**config.mk**
```make
export PLATFORM = sky130hd
export DESIGN_NAME = pulse_desc_dispatcher
export DESIGN_NICKNAME = d
export VERILOG_FILES = /design/src/rtl/pulse_desc_dispatcher.sv
export SDC_FILE = /design/constraint.sdc
export NUM_CORES = 1
export LEC_CHECK = 0
export CORE_AREA = 2 2 116 146
export DETAILED_ROUTE_END_ITERATION = 8
export DIE_AREA = 0 0 118 148
export GPL_TIMING_DRIVEN = 0
export PLACE_DENSITY = 0.68
export SLEW_MARGIN = 5
export SYNTH_ARGS = -nofsm -noshare
export SYNTH_HDL_FRONTEND = slang
export SYNTH_SLANG_ARGS = --single-unit
```
**constraint.sdc**
```tcl
create_clock -name clk -period 5.4 [get_ports clk]
set_input_delay 1.08 -clock clk [delete_from_list [all_inputs] [get_ports clk]]
set_output_delay 1.08 -clock clk [all_outputs]
set_load 0.1 [all_outputs]
```
**src/rtl/pulse_desc_dispatcher.sv**
```systemverilog
// -----------------------------------------------------------------------------
// pulse_desc_dispatcher
//
// Consumes pulse descriptors {chan, amp, start, dur} from the read port of the
// pulse-instruction FIFO. Each descriptor waits in a one-entry pending slot
// until the local timebase reaches its start time. It then moves to the active
// slot, which drives a channel/amplitude pulse for dur cycles of run=1. Pending
// refills while a pulse plays, so back-to-back pulses hand off with no gap.
//
// Ports
//   clk, rst_n    ps-domain clock, asynchronous active-low reset
//   run           level: timebase counts and dispatch enabled
//   tb_clear      1-cycle pulse: timebase to 0, late_err cleared
//   fifo_empty    FIFO empty flag
//   fifo_rd_en    FIFO pop request (data valid the following cycle)
//   fifo_rd_data  {chan, amp, start, dur}, MSB..LSB
//   pulse_valid   pulse driven this cycle (registered)
//   pulse_chan    channel of the active pulse, 0 when idle
//   pulse_amp     amplitude of the active pulse, 0 when idle
//   t_now         local timebase
//   pulse_count   pulses completed since reset (wraps)
//   late_err      sticky: a pulse started after its start time
//   busy          pending or active descriptor held, or a pop in flight
// -----------------------------------------------------------------------------
module pulse_desc_dispatcher #(
  parameter int CW = 2,
  parameter int AW = 16,
  parameter int TW = 32,
  parameter int DW = 16
) (
  input  logic                   clk,
  input  logic                   rst_n,
  input  logic                   run,
  input  logic                   tb_clear,
  input  logic                   fifo_empty,
  output logic                   fifo_rd_en,
  input  logic [CW+AW+TW+DW-1:0] fifo_rd_data,
  output logic                   pulse_valid,
  output logic [CW-1:0]          pulse_chan,
  output logic [AW-1:0]          pulse_amp,
  output logic [TW-1:0]          t_now,
  output logic [15:0]            pulse_count,
  output logic                   late_err,
  output logic                   busy
);

  typedef enum logic {IDLE, PLAY} state_e;

  localparam logic [TW-1:0] T_ONE   = TW'(1);
  localparam logic [DW-1:0] DUR_ONE = DW'(1);

  // Descriptor fields as presented by the FIFO
  logic [CW-1:0] in_chan;
  logic [AW-1:0] in_amp;
  logic [TW-1:0] in_start;
  logic [DW-1:0] in_dur;
  assign {in_chan, in_amp, in_start, in_dur} = fifo_rd_data;

  logic [TW-1:0] t_now_q, t_now_d;
  logic          pop_inflight_q;
  logic          pend_full_q;
  logic [CW-1:0] pend_chan_q;
  logic [AW-1:0] pend_amp_q;
  logic [TW-1:0] pend_start_q;
  logic [DW-1:0] pend_dur_q;
  state_e        state_q;
  logic [DW-1:0] dur_cnt_q;
  logic          pulse_valid_q;
  logic [CW-1:0] pulse_chan_q;
  logic [AW-1:0] pulse_amp_q;
  logic [15:0]   pulse_count_q;
  logic          late_err_q;

  // NOTE: combinational blocks use blocking '=' and assign every output a
  // default first, so no path leaves a value held and no latch is inferred.
  always_comb begin
    t_now_d = t_now_q;
    if (tb_clear)  t_now_d = '0;
    else if (run)  t_now_d = t_now_q + T_ONE;
  end

  always_ff @(posedge clk or negedge rst_n) begin
    if (!rst_n) t_now_q <= '0;
    else        t_now_q <= t_now_d;
  end

  // Due/late are judged against the timebase value of the pulse's first driven
  // cycle: pulse outputs are registered, so the transfer happens one edge ahead
  // and the pulse becomes visible exactly when t_now == start.
  logic [TW-1:0] due_diff;
  logic          pend_due;
  logic          last_cycle;
  logic          take_pend;

  assign due_diff   = t_now_d - pend_start_q;
  assign pend_due   = !due_diff[TW-1];
  assign last_cycle = (state_q == PLAY) && run && (dur_cnt_q == DUR_ONE);
  assign take_pend  = run && pend_full_q && pend_due &&
                      ((state_q == IDLE) || last_cycle);

  // Reset is folded in so no pop can be requested while held in reset.
  assign fifo_rd_en = rst_n && !fifo_empty && !pend_full_q && !pop_inflight_q;

  // NOTE: sequential state uses non-blocking '<=' so every register samples
  // pre-edge values regardless of the order blocks are evaluated in.
  always_ff @(posedge clk or negedge rst_n) begin
    if (!rst_n) begin
      pop_inflight_q <= 1'b0;
      pend_full_q    <= 1'b0;
    end else begin
      pop_inflight_q <= fifo_rd_en;
      // Pending is always empty while a pop is in flight, so capture and
      // transfer never coincide. Zero-duration descriptors are dropped here.
      if (pop_inflight_q)  pend_full_q <= (in_dur != '0);
      else if (take_pend)  pend_full_q <= 1'b0;
    end
  end

  // NOTE: the pending payload is left out of reset; pend_full_q qualifies it,
  // so its contents after reset are never observed.
  always_ff @(posedge clk) begin
    if (pop_inflight_q) begin
      pend_chan_q  <= in_chan;
      pend_amp_q   <= in_amp;
      pend_start_q <= in_start;
      pend_dur_q   <= in_dur;
    end
  end

  // Active slot FSM with registered pulse outputs
  always_ff @(posedge clk or negedge rst_n) begin
    if (!rst_n) begin
      state_q       <= IDLE;
      dur_cnt_q     <= '0;
      pulse_valid_q <= 1'b0;
      pulse_chan_q  <= '0;
      pulse_amp_q   <= '0;
      pulse_count_q <= '0;
      late_err_q    <= 1'b0;
    end else begin
      if (tb_clear) late_err_q <= 1'b0;

      if (take_pend) begin
        // Covers both IDLE->PLAY and the gapless PLAY->PLAY handoff
        state_q       <= PLAY;
        dur_cnt_q     <= pend_dur_q;
        pulse_valid_q <= 1'b1;
        pulse_chan_q  <= pend_chan_q;
        pulse_amp_q   <= pend_amp_q;
        // A late start in the clear cycle is a new event and stays flagged
        if (t_now_d != pend_start_q) late_err_q <= 1'b1;
      end else if (last_cycle) begin
        state_q       <= IDLE;
        dur_cnt_q     <= '0;
        pulse_valid_q <= 1'b0;
        pulse_chan_q  <= '0;
        pulse_amp_q   <= '0;
      end else if ((state_q == PLAY) && run) begin
        dur_cnt_q <= dur_cnt_q - DUR_ONE;
      end

      if (last_cycle) pulse_count_q <= pulse_count_q + 16'd1;
    end
  end

  assign pulse_valid = pulse_valid_q;
  assign pulse_chan  = pulse_chan_q;
  assign pulse_amp   = pulse_amp_q;
  assign t_now       = t_now_q;
  assign pulse_count = pulse_count_q;
  assign late_err    = late_err_q;
  assign busy        = pend_full_q || pop_inflight_q || (state_q == PLAY);

endmodule

```
==> results.yml <==
min_path:
  hold_path.startpoint: "pend_amp_q[11]"
  min_to: "pulse_amp[11]"
  holdPathStages: 2
  hp-class: "reg -> reg"
placement:
  io_buffer_count: 139
  hpwl_um: 12400
  gp_congestion: 0.880
  dpl_worst_slack_ps: -1050
  dp.cells: 1000
  dpl-instance-area_sq_um: 8780
cts:
  clock_sinks: 152
  clock_path_buffers: 2
  insertion_delay_ps: 420
  clkTransAtPathRegs_ps: 60
  htreeDepth: 4
  hold_buffers: 0
  cts_root_buf: "clkbuf_16"
  cts_buffers: 17
  cts_tree: "built"
power:
  power_density_nw_per_um2: 388
  ir_drop_mv: 0.481
  p_clk_share_pct: 31.0
  p_comb_share_pct: 26.6
  switching_share_pct: 37.0
  power.internal_mw: 2.31
  finalPower_mw: 3.67
  leakage_nw: 3.88
  seq_power_share_pct: 42.4
  power.switching_mw: 1.36
synth:
  yosysMostFrequentCell: "dfrtp_1"
  synthesis.instances: 644
  synth_cell_type_count: 50
  synth_edf_count: 66
  yosysWarnings: 0
  synth.top_cell.area_share_pct: 30.3
  syn-cell-area_sq_um: 7090
  syn_nets: 750
  synthTopCellsByArea: "dfrtp_1 30%, edfxtp_1 28%, ha_1 6.2%"
  yosysSeqAreaShare_pct: 58.3
  ys_seq_elements: 152
  ys_top_cells_by_count: "86 x dfrtp_1, 77 x nand2_1, 66 x edfxtp_1, 57 x inv_1, 51 x nor2_1"
  syn_avg_cell_area_sq_um: 11.0
  synthArstFlopShare_pct: 56.6
  synth.largest_area_cell: "dfrtp_1"
  synth_ff_type: "dfrtp_1"
floorplanning:
  rows: 52
  die_w_um: 118
  initial_core_util_pct: 44.1
  coreArea_sq_um: 16100
  boundaryPins: 141
  fp.dieH_um: 148
  design.die.area_sq_um: 17500
status:
  status: "complete, no violations"
timing:
  finalSetupViolCount: 0
  setup_ws_ps: 193
  timing.hold.ws_ps: 455
  finalHoldViolations: 0
  period_minus_slack_ps: 5210
  worst_pin_slew_ps: 991
  fin_crit_sh_pct: 96.4
  max_freq_mhz: 192
  maxSlewHeadroom_pct: 33.7
  tns_ps: 0
  maxSlewViolCount: 0
  skew_ps: 12.3
layout:
  fin_area_sq_um: 9450
  utilization_pct: 58.8
  drive_gt1_share_pct: 7.30
  antenna_cells: 0
  final_nets: 915
  seqCellArea_sq_um: 4140
  syn2layout_area_growth_pct: 33.3
  multi_input_area_sq_um: 2720
  fin_cells: 1038
  fillers: 1375
critical_path:
  cp-end-kind: "flop"
  ff2ff_setup_slack_ps: 570
  cp_data_arrival_time_ps: 5510
  reg2reg_depth: 18
  r2r-start: "t_now[2]"
  required_ps: 5700
  critPathLaunchType: "input pin"
  cp_max_fo: 10
  r2r-end: "dur_cnt_q[0]"
  critPathKind: "in -> reg"
detailed_routing:
  drc: 0
  postRouteAntennaNets: 0
  drt_pass1_iterations: 5
  drt-total-wl_um: 16700
  drtIter0Drc: 466
  wl_per_cell_um: 16.1
  vias_per_cell: 5.26
  vias: 5458
grt:
  grt_pass1_vias: 5630
  grt_max_degree: 71
  antenna_found_initial: 0
  grt_pass1_wl_um: 27400
  grt_usage_pct: 19.7
  overflow: 0
flow_run:
  maxCapViolations: 0
[kinds of logic (layout without fill, tap and decap cells)]
logic type / count (synthesis) / count (layout) / synth area share (%)
and+or+nand+nor: 232 / 232 / 16.3
DFF: 152 / 152 / 58.3
AOI/OAI and AO/OA: 103 / 103 / 9.24
buffers and inverters: 75 / 253 / 4.13
xor gates and xnor gates: 43 / 43 / 5.31
adders and majority gates: 35 / 35 / 6.17
muxes: 4 / 4 / 0.600
[power groups by stage]
stage | Combinational [mW] | Clock (mW) | Sequential (mW)
3_5_place_dp | 0.973 | 0 | 1.57
4_1_cts | 0.978 | 1.16 | 1.56
5_1_grt | 1.04 | 1.22 | 1.58
2_1_floorplan | 0.227 | 0 | 2.01
6_report | 0.976 | 1.14 | 1.56
3_3_place_gp | 0.954 | 0 | 1.57
[per-layer routing]
metal | GRT usage [%] | up-vias | routed length [um]
met4 | 7.17 | 0 | 259
li1 | - | 2631 | -
met1 | 22.9 | 2634 | 6710
met3 | 4.75 | 22 | 810
met5 | 0 | - | 0
met2 | 35.5 | 171 | 8950
[registers in the layout (all words and copies together), names as in the netlist]
signal          cells
pend_start_q       32
t_now              32
dur_cnt_q          16
pend_amp_q         16
pend_dur_q         16
pulse_amp          16
pulse_count        16
pend_chan_q         2
pulse_chan          2
late_err            1
pend_full_q         1
pop_inflight_q      1
pulse_valid         1
[layout by cell type (no fill, tap or decap), types with 18 or more instances in the layout]
master / n
o21ai_0: 39
xor2_1: 28
dfrtp_1: 85
inv_1: 57
edfxtp_1: 66
ha_1: 35
a21oi_1: 18
nor2_1: 51
nand2_1: 77
nand4_1: 25
clkdlybuf4s50_1: 138
[worst max-delay path by stage]
stage	from	endpoint	slack [ps]	cells after the start
floorplan	fifo_empty	fifo_rd_en	30	1
global placement	rst_n	fifo_rd_en	-1820	3
detailed placement	run	pulse_amp[1]	-1050	16
CTS	run	dur_cnt_q[12]	9	19
global route	run	dur_cnt_q[8]	-60	19
finish	run	dur_cnt_q[0]	190	18
[final cells by class]
cell class	instances	area share [%]
clock inverter	15	1.50
timing repair buffer	146	15.5
inverter	57	2.26
sequential	152	43.8
multi-input combinational	417	28.8
clock buffer	17	4.50
buffer	18	0.873
tap	216	2.86
[critical path, stage by stage]
cell             delay [ps]
clkdlybuf4s50_1         490
clkbuf_4                210
and4_4                  270
and3_1                  220
and2_1                  210
nand3_2                 170
or3_1                   410
a21oi_2                 180
ha_1                    280
nand4_1                 190
nor2_1                   70
a22oi_1                 180
o211ai_1                220
a211o_1                 350
a211o_1                 330
buf_6                   140
a32o_1                  250
mux2_2                  250
[what timing repair did]
| action | 4_1_cts | 5_1_grt |
|---|---|---|
| gates resized for setup | 9 | 6 |
| pin swaps | 2 | 4 |
| setup buffers | 1 | 5 |
| endpoints found under the setup margin | 36 | 36 |
| gates cloned | 0 | 0 |
Note: power is estimated with default switching activity, not from simulation.
